<file path="config.mk">
export PLATFORM = sky130hd
export DESIGN_NAME = pipe_hazard_ctrl_flat
export DESIGN_NICKNAME = d
export VERILOG_FILES = /design/src/rtl/pipe_hazard_ctrl_if.sv /design/src/rtl/pipe_hazard_ctrl.sv /design/src/flat_wrapper.sv
export SDC_FILE = /design/constraint.sdc
export NUM_CORES = 1
export LEC_CHECK = 0
export CAP_MARGIN = 20
export CORE_AREA = 2 2 47 49
export DETAILED_ROUTE_END_ITERATION = 7
export DIE_AREA = 0 0 49 51
export PLACE_DENSITY = 0.76
export SLEW_MARGIN = 20
export SYNTH_ARGS = -nofsm -noshare
export SYNTH_HDL_FRONTEND = slang
export SYNTH_SLANG_ARGS = --single-unit
</file>
<file path="constraint.sdc">
create_clock -name clk -period 2.4 [get_ports clk]
set_clock_uncertainty 0.2 [all_clocks]
set_input_delay 0.36 -clock clk [delete_from_list [all_inputs] [get_ports clk]]
set_output_delay 0.36 -clock clk [all_outputs]
set_load 0.05 [all_outputs]
</file>
<file path="src/rtl/pipe_hazard_ctrl_if.sv">
// Pipeline-to-hazard-controller bundle: ID/EX hazard inputs and the stage hold/bubble controls.
// HAZARD_PERF_CNT_EN adds the performance counter outputs.
interface pipe_hazard_ctrl_if #(
  parameter int unsigned CNT_W = 6
);
  logic [4:0]       id_rs1_addr;
  logic             id_rs1_re;
  logic [4:0]       id_rs2_addr;
  logic             id_rs2_re;
  logic [4:0]       ex_wd;
  logic             ex_wreg;
  logic             ex_is_load;
  logic             ex_mc_start;
  logic [CNT_W-1:0] ex_mc_len;
  logic             br_flush;
  logic [4:0]       stall;
  logic             flush_if_id;
  logic             bubble_id_ex;
  logic             bubble_ex_mem;
  logic             mc_busy;
`ifdef HAZARD_PERF_CNT_EN
  logic [31:0]      perf_stall_cyc;
  logic [15:0]      perf_flush_cnt;
`endif

`ifdef HAZARD_PERF_CNT_EN
  modport master (
    output id_rs1_addr, id_rs1_re, id_rs2_addr, id_rs2_re, ex_wd, ex_wreg,
           ex_is_load, ex_mc_start, ex_mc_len, br_flush,
    input  stall, flush_if_id, bubble_id_ex, bubble_ex_mem, mc_busy,
           perf_stall_cyc, perf_flush_cnt
  );
  modport slave (
    input  id_rs1_addr, id_rs1_re, id_rs2_addr, id_rs2_re, ex_wd, ex_wreg,
           ex_is_load, ex_mc_start, ex_mc_len, br_flush,
    output stall, flush_if_id, bubble_id_ex, bubble_ex_mem, mc_busy,
           perf_stall_cyc, perf_flush_cnt
  );
`else
  modport master (
    output id_rs1_addr, id_rs1_re, id_rs2_addr, id_rs2_re, ex_wd, ex_wreg,
           ex_is_load, ex_mc_start, ex_mc_len, br_flush,
    input  stall, flush_if_id, bubble_id_ex, bubble_ex_mem, mc_busy
  );
  modport slave (
    input  id_rs1_addr, id_rs1_re, id_rs2_addr, id_rs2_re, ex_wd, ex_wreg,
           ex_is_load, ex_mc_start, ex_mc_len, br_flush,
    output stall, flush_if_id, bubble_id_ex, bubble_ex_mem, mc_busy
  );
`endif
endinterface

</file>
<file path="src/rtl/pipe_hazard_ctrl.sv">
// Stall/flush scheduler for the 5-stage pipeline: load-use bubbles, multi-cycle EX holds, branch squash.
// Optional feature macro: HAZARD_PERF_CNT_EN (stall-cycle and flush performance counters).
module pipe_hazard_ctrl #(
  parameter int unsigned CNT_W = 6
) (
  input  logic               clk,
  input  logic               rst_n,
  pipe_hazard_ctrl_if.slave  hz
);

  typedef enum logic {RUN = 1'b0, MC = 1'b1} state_e;

  localparam int unsigned STG_W = 5;

  state_e           state_q, state_d;
  logic [CNT_W-1:0] cnt_q, cnt_d;
  logic             lu_haz_c;
  logic [STG_W-1:0] stall_c;
  logic             flush_c, bub_id_ex_c, bub_ex_mem_c, busy_c;

  // Load in EX feeding a source of the instruction in ID; r0 is never a real dependency.
  always_comb begin
    lu_haz_c = hz.ex_is_load && hz.ex_wreg && (hz.ex_wd != 5'd0) &&
               ((hz.id_rs1_re && (hz.id_rs1_addr == hz.ex_wd)) ||
                (hz.id_rs2_re && (hz.id_rs2_addr == hz.ex_wd)));
  end

  always_ff @(posedge clk or negedge rst_n) begin
    if (!rst_n) begin
      state_q <= RUN;
      cnt_q   <= '0;
    end else begin
      state_q <= state_d;
      cnt_q   <= cnt_d;
    end
  end

  // The MC state's final cycle (cnt==0) releases the hold so EX/MEM captures the result.
  always_comb begin
    state_d      = state_q;
    cnt_d        = cnt_q;
    stall_c      = '0;
    flush_c      = 1'b0;
    bub_id_ex_c  = 1'b0;
    bub_ex_mem_c = 1'b0;
    busy_c       = 1'b0;
    case (state_q)
      RUN: begin
        if (hz.br_flush) begin
          flush_c     = 1'b1;
          bub_id_ex_c = 1'b1;
        end else if (hz.ex_mc_start && (hz.ex_mc_len >= CNT_W'(2))) begin
          stall_c      = 5'b00111;
          bub_ex_mem_c = 1'b1;
          state_d      = MC;
          cnt_d        = hz.ex_mc_len - CNT_W'(2);
        end else if (lu_haz_c) begin
          stall_c     = 5'b00011;
          bub_id_ex_c = 1'b1;
        end
      end
      MC: begin
        if (cnt_q != '0) begin
          stall_c      = 5'b00111;
          bub_ex_mem_c = 1'b1;
          busy_c       = 1'b1;
          cnt_d        = cnt_q - CNT_W'(1);
        end else begin
          state_d = RUN;
        end
      end
      default: state_d = RUN;
    endcase
  end

  assign hz.stall         = rst_n ? stall_c : '0;
  assign hz.flush_if_id   = rst_n & flush_c;
  assign hz.bubble_id_ex  = rst_n & bub_id_ex_c;
  assign hz.bubble_ex_mem = rst_n & bub_ex_mem_c;
  assign hz.mc_busy       = rst_n & busy_c;

`ifdef HAZARD_PERF_CNT_EN
  logic [31:0] perf_stall_q;
  logic [15:0] perf_flush_q;

  // Saturating event counters.
  always_ff @(posedge clk or negedge rst_n) begin
    if (!rst_n) begin
      perf_stall_q <= '0;
      perf_flush_q <= '0;
    end else begin
      if (stall_c[0] && (perf_stall_q != '1)) perf_stall_q <= perf_stall_q + 32'(1);
      if (flush_c && (perf_flush_q != '1))    perf_flush_q <= perf_flush_q + 16'(1);
    end
  end

  assign hz.perf_stall_cyc = perf_stall_q;
  assign hz.perf_flush_cnt = perf_flush_q;
`endif

endmodule

</file>
<file path="src/flat_wrapper.sv">
// flat-port wrapper written by rule: the top's interface ports become plain ports
module pipe_hazard_ctrl_flat 
#(
  parameter int unsigned CNT_W = 6
)
  (clk, rst_n, hz_id_rs1_addr, hz_id_rs1_re, hz_id_rs2_addr, hz_id_rs2_re, hz_ex_wd, hz_ex_wreg, hz_ex_is_load, hz_ex_mc_start, hz_ex_mc_len, hz_br_flush, hz_stall, hz_flush_if_id, hz_bubble_id_ex, hz_bubble_ex_mem, hz_mc_busy);
  pipe_hazard_ctrl_if #(.CNT_W(CNT_W)) hz_i ();
  input  logic clk;
  input  logic rst_n;
  input wire logic [$bits(hz_i.id_rs1_addr)-1:0] hz_id_rs1_addr;
  input wire logic [$bits(hz_i.id_rs1_re)-1:0] hz_id_rs1_re;
  input wire logic [$bits(hz_i.id_rs2_addr)-1:0] hz_id_rs2_addr;
  input wire logic [$bits(hz_i.id_rs2_re)-1:0] hz_id_rs2_re;
  input wire logic [$bits(hz_i.ex_wd)-1:0] hz_ex_wd;
  input wire logic [$bits(hz_i.ex_wreg)-1:0] hz_ex_wreg;
  input wire logic [$bits(hz_i.ex_is_load)-1:0] hz_ex_is_load;
  input wire logic [$bits(hz_i.ex_mc_start)-1:0] hz_ex_mc_start;
  input wire logic [$bits(hz_i.ex_mc_len)-1:0] hz_ex_mc_len;
  input wire logic [$bits(hz_i.br_flush)-1:0] hz_br_flush;
  output wire logic [$bits(hz_i.stall)-1:0] hz_stall;
  output wire logic [$bits(hz_i.flush_if_id)-1:0] hz_flush_if_id;
  output wire logic [$bits(hz_i.bubble_id_ex)-1:0] hz_bubble_id_ex;
  output wire logic [$bits(hz_i.bubble_ex_mem)-1:0] hz_bubble_ex_mem;
  output wire logic [$bits(hz_i.mc_busy)-1:0] hz_mc_busy;
  assign hz_i.id_rs1_addr = hz_id_rs1_addr;
  assign hz_i.id_rs1_re = hz_id_rs1_re;
  assign hz_i.id_rs2_addr = hz_id_rs2_addr;
  assign hz_i.id_rs2_re = hz_id_rs2_re;
  assign hz_i.ex_wd = hz_ex_wd;
  assign hz_i.ex_wreg = hz_ex_wreg;
  assign hz_i.ex_is_load = hz_ex_is_load;
  assign hz_i.ex_mc_start = hz_ex_mc_start;
  assign hz_i.ex_mc_len = hz_ex_mc_len;
  assign hz_i.br_flush = hz_br_flush;
  assign hz_stall = hz_i.stall;
  assign hz_flush_if_id = hz_i.flush_if_id;
  assign hz_bubble_id_ex = hz_i.bubble_id_ex;
  assign hz_bubble_ex_mem = hz_i.bubble_ex_mem;
  assign hz_mc_busy = hz_i.mc_busy;
  pipe_hazard_ctrl #(.CNT_W(CNT_W)) u_core (.clk(clk), .rst_n(rst_n), .hz(hz_i));
endmodule
</file>
==> impl_metrics.py <==
metrics = {
    "worst_hold_path": {
        "hp-class": "input pin to async pin",
    },
    "drt": {
        "drc": 0,
        "met2_length_um": 1457,
        "dr_wl_met3_um": 175,
        "highest_layer": "met4",
        "dr.pass1.iters": 4,
        "ant_nets": 0,
        "vias_per_cell": 5.083,
        "vias": 859,
        "wl_per_cell_um": 15.79,
        "drt-total-wl_um": 2668,
        "drtIter0Drc": 17,
        "drt-met1-wl_um": 995,
    },
    "critical_path": {
        "critPathTopFamily": "compound AO/OA/AOI/OAI gates",
        "critPathLaunchType": "register",
        "worst-path-buf-inv": 2,
        "cp-end-kind": "output pin",
        "slowest_stage": "dfrtp_1",
        "cp.arrival_ps": 2020,
        "worst_path_largest_cell_delay_ps": 390,
        "crit_path_max_fanout": 2,
        "crit_chain": "inv_2, ha_4, or3b_4, o31a_4, o21ai_4, o31ai_4, buf_6",
        "critical_path_class": "register to output pin",
        "required_ps": 1840,
    },
    "clock_tree": {
        "cts-root-buf": "clkbuf_4",
        "clkLatencyLatePin_ps": 270,
        "cts_max_level": 1,
        "clockBufferDepth": 2,
        "cts_made_buffers": 3,
        "clk_pin_slew_ps": 60,
        "cts_tree": "yes",
        "cts.sinks": 7,
    },
    "synth": {
        "syn_area_um2": 725.7,
        "synthTopCellsByArea": "dfrtp_1 24%, xor2_1 12%, buf_4 4.1%, inv_1 4.1%, ha_1 3.4%",
        "synth_top_area_share": 0.2414,
        "avgSynthCellArea_um2": 8.743,
        "ys_seq_area_frac": 0.2414,
        "yosysTopAreaCell": "dfrtp_1",
        "syn-instance-count": 83,
        "yosys_warnings": 0,
        "ys_ff_latch": 7,
        "ys_types": 39,
    },
    "layout": {
        "drive_gt1_frac": 0.4113,
        "final_cells": 169,
        "fillerInstances": 172,
        "final_nets": 173,
        "area_growth_pct": 95.17,
        "regArea_um2": 175.2,
        "design_area_um2": 1416,
        "mostFrequentLayoutCell": "buf_4",
        "multi_input_area_um2": 589.3,
        "post-route-util": 0.6865,
        "diodes": 0,
        "mostFrequentLayoutCells": "21 x buf_4, 12 x clkdlybuf4s50_1, 9 x xor2_1",
    },
    "global_route": {
        "grt_max_degree": 15,
        "grt_pass1_wl_um": 4195,
        "track_usage": 0.2240,
        "antenna_found_initial": 0,
        "grt_pass1_vias": 903,
        "grt_overflow": 0,
    },
    "placement": {
        "dp.cells": 156,
        "finalWeightedCongestion": 0.8885,
        "io_buffer_count": 35,
        "dp_hpwl_um": 1817,
        "placed_cell_area_um2": 1217,
    },
    "sta": {
        "setup_ws_ps": -183.8,
        "grt_setup_unrepaired": "yes",
        "fmax_mhz": 387.0,
        "timing.final.hold_violations": 0,
        "hold_slack_ps": 264.0,
        "post-route-min-period_ps": 2584,
        "timing.final.crit_share": 1.077,
        "setup-tns-final_ps": -785.1,
        "setup_viol": 5,
        "maxSlewViolCount": 0,
    },
    "floorplanning": {
        "placementRows": 17,
        "io_pins": 38,
        "die_h_um": 51,
        "start_util": 0.3517,
        "die_w_um": 49,
        "core_area_um2": 2063,
        "die-area_um2": 2499,
    },
    "status": {
        "failed_checks": "setup timing",
        "outcome": "finished with violations",
    },
    "power_and_ir_drop": {
        "p_int_w": 0.0005947,
        "comb_power_share": 0.668,
        "power_frac_clock": 0.112,
        "power.switching_w": 0.0004347,
        "power_density_nw_per_um2": 726.8,
        "vdd_drop_max_v": 0.0006185,
        "switching_share": 0.4223,
        "seqPwrFrac": 0.220,
        "leakage_nw": 0.6881,
    },
    "job": {
        "drv_cap": 0,
    },
}
==> final cells by class <==
cell class              count  share of cell area
inverters                   8             0.02120
clock buffers               4             0.01855
flip-flops and latches      7              0.1237
well taps                  28             0.02473
multi-input cells          63              0.4161
repair buffers             59              0.3958
==> per-layer routing <==
metal | GRT usage | vias to the layer above
met5 | 0 | -
met4 | 0.09048 | 0
met3 | 0.04094 | 5
met2 | 0.4452 | 38
met1 | 0.2297 | 405
li1 | - | 411
==> repair_timing <==
action	4_1_cts	5_1_grt
cloned	0	0
pin swaps	10	6
hold endpoints to repair	0	0
endpoints found under the setup margin	6	11
setup buffers	7	2
hold buffers	0	0
gates resized for setup	33	17
==> per-stage QoR <==
stage                power, W  setup slack, ps
floorplan           0.0006080           -21.83
global placement    0.0007702           -226.4
detailed placement  0.0007894           -271.8
CTS                 0.0009984           -254.3
global route         0.001099           -226.1
finish               0.001029           -183.8
==> worst reg2reg max path, delay by kind of cell (launching register included) <==
kind                     cells  cell delay (ps)
AND/OR/NAND/NOR              2              650
AO/OA/AOI/OAI                2              530
flip-flops                   1              390
buffers and inverters        3              390
adder cells (fa/ha/maj)      1              120
==> cells in the mapped netlist <==
library cell and n:
a32oi_1 1, o211ai_1 1, ha_1 2, clkbuf_1 1, or4_4 1, a21oi_1 1
xor2_1 10, and2_0 1, nor2b_1 1, nand2_1 4, o21a_4 1, and2_1 2
o221ai_1 1, a22oi_1 1, nor3b_1 2, nand3b_1 1, o2bb2a_4 1, or2_0 1
o21ai_0 5, a22o_1 1, xnor2_1 2, a2bb2oi_1 1, buf_4 4, dfrtp_1 7
buf_6 1, o2111ai_1 1, nand3_1 3, nor4_1 2, or3_1 2, o21bai_1 1
o2bb2ai_1 1, o22ai_1 3, o31a_4 1, or3b_1 1, conb_1 1, inv_1 8
nand2b_1 1, or4_1 1, o31ai_1 3
==> cell families (layout without fill, tap and decap cells) <==
logic type | count (synthesis) | in the layout | share of synthesized area
AO/OA/AOI/OAI | 24 | 24 | 0.2742
AND/OR/NAND/NOR | 23 | 23 | 0.1966
buffers and inverters | 14 | 71 | 0.1034
XOR/XNOR | 12 | 12 | 0.1448
flip-flops | 7 | 7 | 0.2414
adder cells (fa/ha/maj) | 2 | 2 | 0.03448
other | 1 | 2 | 0.005167
==> power by group through the flow <==
stage	sequential (W)	clock (W)	combinational (W)
2_1_floorplan	0.000213	0	0.000395
3_3_place_gp	0.000218	0	0.000552
3_5_place_dp	0.000223	0	0.000567
4_1_cts	0.000223	0.000119	0.000657
5_1_grt	0.000233	0.000123	0.000743
6_report	0.000226	0.000115	0.000688
==> final timing paths <==
| path | cells past startpoint | slack [ps] | to | startpoint |
|---|---|---|---|---|
| setup reg to reg | 8 | 10 | u_core.cnt_q[2]$_DFFE_PN0P_ | u_core.cnt_q[1]$_DFFE_PN0P_ |
| hold / removal | 2 | 260 | u_core.state_q$_DFF_PN0_ | rst_n |
| max in group asynchronous | 2 | 1590 | u_core.cnt_q[0]$_DFFE_PN0P_ | rst_n |
| min in group clk | 1 | 380 | u_core.cnt_q[3]$_DFFE_PN0P_ | u_core.cnt_q[3]$_DFFE_PN0P_ |
| hold reg to reg | 1 | 380 | u_core.cnt_q[3]$_DFFE_PN0P_ | u_core.cnt_q[3]$_DFFE_PN0P_ |
| setup / recovery | 7 | -180 | hz_stall[1] | u_core.cnt_q[1]$_DFFE_PN0P_ |
==> sequential cells by signal, indices dropped and copies added, names as in the netlist <==
name	flops
u_core.state_q	1
u_core.cnt_q	6
(Power assumes the default switching activity.)
